$ cat src/rtl/key_event_fifo.sv
// Debounces raw key-down samples into one event per press and queues the
// event codes in a small first-word-fall-through FIFO for the consumer.
module key_event_fifo #(
  parameter int DEBOUNCE_CYCLES = 4,
  parameter int DEPTH           = 4
) (
  input  logic       CLK,
  input  logic       RESET_N,
  input  logic       KeyRead,
  input  logic [3:0] BCDKey,
  input  logic       KeyAck,
  input  logic       OvfClear,
  output logic       EnableKeyb,
  output logic       KeyValid,
  output logic [3:0] KeyCode,
  output logic [2:0] Count,
  output logic       Overflow
);

  localparam int               PTR_W    = (DEPTH > 1) ? $clog2(DEPTH) : 1;
  localparam logic [2:0]       DEPTH_L  = 3'(DEPTH);
  localparam logic [3:0]       DEB_L    = 4'(DEBOUNCE_CYCLES);
  localparam logic [PTR_W-1:0] LAST_PTR = PTR_W'(DEPTH - 1);

  typedef enum logic [1:0] {IDLE, PRESS_CHK, HELD, REL_CHK} state_t;

  state_t           state_q;
  logic [3:0]       cnt_q;
  logic [3:0]       code_q;
  logic [3:0]       cnt_inc;
  logic             same_code;
  logic             push;

  logic [3:0]       mem_q [DEPTH];
  logic [PTR_W-1:0] wr_q, wr_d;
  logic [PTR_W-1:0] rd_q, rd_d;
  logic [2:0]       count_q, count_d;
  logic [3:0]       keycode_q, keycode_d;
  logic             ovf_q, ovf_d;
  logic             en_q, en_d;
  logic             pop_eff, push_eff, full, ovf_set;

  function automatic logic [PTR_W-1:0] ptr_inc(input logic [PTR_W-1:0] p);
    return (p == LAST_PTR) ? '0 : p + 1'b1;
  endfunction

  assign cnt_inc   = cnt_q + 4'd1;
  assign same_code = (BCDKey == code_q);
  // The accepting edge pushes directly, so the event is visible right after it.
  assign push      = (state_q == PRESS_CHK) && KeyRead && same_code && (cnt_inc == DEB_L);

  always_ff @(posedge CLK or negedge RESET_N) begin
    if (!RESET_N) begin
      state_q <= IDLE;
      cnt_q   <= 4'd0;
      code_q  <= 4'd0;
    end else begin
      case (state_q)
        IDLE: begin
          if (KeyRead) begin
            state_q <= PRESS_CHK;
            code_q  <= BCDKey;
            cnt_q   <= 4'd1;
          end
        end
        PRESS_CHK: begin
          if (!KeyRead) begin
            state_q <= IDLE;
            cnt_q   <= 4'd0;
          end else if (!same_code) begin
            code_q  <= BCDKey;
            cnt_q   <= 4'd1;
          end else if (cnt_inc == DEB_L) begin
            state_q <= HELD;
            cnt_q   <= 4'd0;
          end else begin
            cnt_q   <= cnt_inc;
          end
        end
        HELD: begin
          if (!KeyRead) begin
            state_q <= REL_CHK;
            cnt_q   <= 4'd1;
          end
        end
        REL_CHK: begin
          if (KeyRead) begin
            state_q <= HELD;
            cnt_q   <= 4'd0;
          end else if (cnt_inc == DEB_L) begin
            state_q <= IDLE;
            cnt_q   <= 4'd0;
          end else begin
            cnt_q   <= cnt_inc;
          end
        end
        default: begin
          state_q <= IDLE;
          cnt_q   <= 4'd0;
        end
      endcase
    end
  end

  assign full     = (count_q == DEPTH_L);
  assign pop_eff  = KeyAck && (count_q != 3'd0);
  assign push_eff = push && (!full || pop_eff);
  assign ovf_set  = push && full && !pop_eff;

  always_comb begin
    wr_d      = push_eff ? ptr_inc(wr_q) : wr_q;
    rd_d      = pop_eff  ? ptr_inc(rd_q) : rd_q;
    count_d   = count_q;
    if (push_eff && !pop_eff) begin
      count_d = count_q + 3'd1;
    end else if (!push_eff && pop_eff) begin
      count_d = count_q - 3'd1;
    end
    // New head is the incoming code when it lands where the read pointer will be.
    keycode_d = keycode_q;
    if (count_d != 3'd0) begin
      keycode_d = (push_eff && (rd_d == wr_q)) ? code_q : mem_q[rd_d];
    end
    ovf_d     = ovf_set ? 1'b1 : (OvfClear ? 1'b0 : ovf_q);
    en_d      = (count_d < DEPTH_L);
  end

  always_ff @(posedge CLK or negedge RESET_N) begin
    if (!RESET_N) begin
      wr_q      <= '0;
      rd_q      <= '0;
      count_q   <= 3'd0;
      keycode_q <= 4'h0;
      ovf_q     <= 1'b0;
      en_q      <= 1'b0;
    end else begin
      wr_q      <= wr_d;
      rd_q      <= rd_d;
      count_q   <= count_d;
      keycode_q <= keycode_d;
      ovf_q     <= ovf_d;
      en_q      <= en_d;
    end
  end

  always_ff @(posedge CLK) begin
    if (push_eff) begin
      mem_q[wr_q] <= code_q;
    end
  end

  assign EnableKeyb = en_q;
  assign KeyValid   = (count_q != 3'd0);
  assign KeyCode    = keycode_q;
  assign Count      = count_q;
  assign Overflow   = ovf_q;

endmodule

$ cat config.mk
export PLATFORM = sky130hd
export DESIGN_NAME = key_event_fifo
export DESIGN_NICKNAME = d
export VERILOG_FILES = /design/src/rtl/key_event_fifo.sv
export SDC_FILE = /design/constraint.sdc
export NUM_CORES = 1
export LEC_CHECK = 0
export BUFFER_PORTS_ARGS = -buffer_cell sky130_fd_sc_hd__buf_2
export CORE_AREA = 2 2 59 102
export CTS_CLUSTER_SIZE = 28
export DETAILED_ROUTE_END_ITERATION = 8
export DIE_AREA = 0 0 61 104
export GPL_TIMING_DRIVEN = 1
export SETUP_SLACK_MARGIN = 0.1
export SLEW_MARGIN = 20
export SYNTH_ARGS = -nofsm -noshare
export SYNTH_HDL_FRONTEND = slang
export SYNTH_SLANG_ARGS = --single-unit
$ cat constraint.sdc
create_clock -name CLK -period 3 [get_ports CLK]
set_input_delay 0.3 -clock CLK [delete_from_list [all_inputs] [get_ports CLK]]
set_output_delay 0.3 -clock CLK [all_outputs]
set_load 0.02 [all_outputs]
==> out/results.txt <==
max cap viols - 0
Routed WL - 4.10 mm
most used flip-flop cell after synthesis - dfrtp_1
cell-internal power - 0.00142 W
Setup Crit Path Kind - flop to flop
total track usage - 14.6%
RSZ-0062 raised after global routing - false
DRT met1 WL - 1.40 mm
WP buf/inv - 2
CP Capture Type - flop
slew at the pin closest to its max-slew limit - 0.560 ns
share of cells above drive strength 1 - 26.0%
Max stage delay on crit path - 0.45 ns
Mapped Area - 2140 um^2
# fillers - 529
total net switching power - 0.000731 W
PnR worst setup slack - 0.362 ns
IO Count - 19
share of flip-flops with an asynchronous set or reset - 59.0%
Initial Utilization - 38.7%
Core Area - 5540 um^2
critical-path maximum fanout - 10
Critical Path Slowest Stage Cell - dfrtp_1
GRT overflow - 0
crit-path cells - inv_1 > ha_1 > nand2b_4 > nand2_4 > mux2i_1 > buf_4 > xnor2_2 > nor3_4 > mux2_2 > mux2_4
fin nets - 222
Cell variety after synth - 45
Post-Syn Instances - 176
main combinational cell family by area after synthesis - simple AND/OR/NAND/NOR gates
commonest non-fill, non-tap cell in the layout - dfrtp_1
Final Hold Viols - 2
wire length on met2 - 2.47 mm
Avg WL per Cell - 14.7 um
Leak Pwr - 1.05 nW
Arrival @ worst endpoint - 2.81 ns
Slew Limit Headroom - 62.6%
worst reg2reg setup slack - 0.36 ns
Seq pwr share - 33.4%
initial antenna violation count - 0
Placer Congestion - 0.800
CTS tree - yes
CP top delay family - multiplexers
met3 WL - 109 um
post-synthesis xor/xnor area fraction - 3.62%
post-CTS setup buffers - 0
Die X - 61 um
Startpoint Class - flop
status - finished with violations
hpwl dp - 3.19 mm
power share of the clock group - 23.8%
Worst-path clk slew - 0.07 ns
#FFs+latches synth - 39
CP required - 3.17 ns
Cell Pwr Density - 869 nW/um^2
Post-DRT Antenna Nets - 0
Area Growth Syn to Fin - 15.5%
Clock Latency Late Sink - 0.28 ns
Initial DRC Count - 13
Hold Path Class - primary input to async pin
fmax - 379 MHz
first-pass GRT wire length - 6.80 mm
Chip Height - 104 um
CTS Root Cell - clkbuf_8
Post-Synth Simple-Gate Area - 17.2%
largest net degree at the start of global routing - 24
hold buffer count at cts - 0
worst hold slack - -0.00287 ns
max-slew violation count - 0
multi-input logic area - 1040 um^2
port bufs - 18
Setup-failing EPs final - 0
Die ar. - 6340 um^2
ANT cells - 0
most frequent cells in the layout - dfrtp_1 (23), nand2_1 (21), buf_2 (18)
Comb power frac - 42.8%
vias in the first global route - 1464
Post-synth EDFFs - 16
Synth Area in Adders - 5.84%
CTS Buf Count - 5
sequential share of the synthesized area - 49.3%
failing checks - negative hold slack
period utilization - 87.9%
count of cells resized by post-cts repair - 0
compound-cell area share of the yosys netlist - 9.23%
Register Area - 1060 um^2
H-tree Lvls - 2
Fin Setup TNS - 0 ns
peak supply drop - 626 uV
syn_nets - 195
drc violations - 0
mux contribution to synthesized area - 12.5%
Tmin final - 2.64 ns
pre-CTS setup slack - 0.371 ns
CTS Sinks - 39
Top Layer Used - met4
Avg Vias per Cell - 5.01
Syn Area/Cell - 12.2 um^2
Row Count - 36
synth warn - 0
clock skew - 0.00217 ns
Sw Share - 34.0%
Clock Tree Buf Depth - 2
Pre-antenna DRT Iters - 5
via count - 1404
==> synthesized netlist by cell type (2+ instances only) <==
cell       n  area, um^2
o211ai_1   3        22.5
a21oi_1    3        15.0
xnor2_1    6        52.6
nor2b_1    3        18.8
mux2_2     4        45.0
and2_1     4        25.0
o31ai_1    2        15.0
nand3_1    4        20.0
o21ai_0    4        20.0
inv_1      9        33.8
nor2_1     9        33.8
edfxtp_1  16         480
nand3b_1   4        30.0
nor3_1     2        10.0
dfrtp_1   23         576
mux2_4     4        60.1
ha_1      10         125
nor2b_2    2        17.5
a22o_1     2        17.5
o22a_1     2        17.5
nand2_1   21        78.8
nand2b_1   2        12.5
mux2i_1   14         140
nand4_2    2        25.0
==> power by group through the flow <==
stage                     registers, W  logic (W)  clock network, W
after floorplan               0.000776   0.000657                 0
after global placement        0.000728   0.000912                 0
after detailed placement      0.000730   0.000928                 0
after CTS                     0.000721   0.000940          0.000524
after global routing          0.000730    0.00100          0.000541
final                         0.000718   0.000920          0.000512
==> routing by layer <==
| layer | track usage (%) | vias to the layer above |
|---|---|---|
| li1 | - | 678 |
| met1 | 14.2 | 692 |
| met2 | 26.8 | 22 |
| met3 | 3.11 | 12 |
| met4 | 7.30 | 0 |
| met5 | 0 | - |
==> stage by stage <==
step                      hold slack, ns  std cells  area [um^2]  total power, W  util, %
after floorplan                  0.00441        176         2140         0.00143        -
after global placement             0.318        272         2340         0.00164     42.3
after detailed placement           0.323        272         2340         0.00166     42.3
after CTS                        0.00803        280         2470         0.00219     44.7
after global routing              0.0379        280         2470         0.00227     44.7
final                           -0.00287        280         2470         0.00215     44.7
==> path summary, 6_finish.rpt <==
check                      startpoint    endpoint  depth (start not counted)
max                          Count[0]  KeyCode[0]                         10
min in group CLK             OvfClear    Overflow                          2
min reg2reg                KeyCode[1]  KeyCode[1]                          1
max in group asynchronous     RESET_N    cnt_q[3]                          1
max reg2reg                  Count[0]  KeyCode[0]                         10
min                           RESET_N  EnableKeyb                          1
==> area by class of cell <==
cell class                 instances  share of cell area (%)
inverter                           9                    1.37
tap                               76                    3.84
multi-input combinational        126                    41.9
timing repair buffer              22                    4.85
sequential                        39                    42.7
clock inverter                     2                    2.43
clock buffer                       6                    2.93
==> worst register-to-register path, stage by stage, from the launching register on <==
cell and delay (ns):
dfrtp_1 0.45, inv_1 0.13, ha_1 0.29, nand2b_4 0.10
nand2_4 0.13, mux2i_1 0.19, buf_4 0.23, xnor2_2 0.10
nor3_4 0.25, mux2_2 0.38, mux2_4 0.28
==> cell families after synthesis <==
group                    count (synthesis)
AND/OR/NAND/NOR                         62
flip-flops                              39
AO/OA/AOI/OAI                           23
multiplexers                            23
buffers and inverters                   11
adder cells (fa/ha/maj)                 10
XOR/XNOR                                 8
==> state kept, by name, summed over array words and instances, names as in the netlist, named ones only <==
| register | flops |
|---|---|
| Count | 3 |
| EnableKeyb | 1 |
| KeyCode | 4 |
| Overflow | 1 |
| cnt_q | 4 |
| code_q | 4 |
| mem_q | 16 |
| rd_q | 2 |
| state_q | 1 |
| wr_q | 2 |
Power figures use the tool's default switching activity.
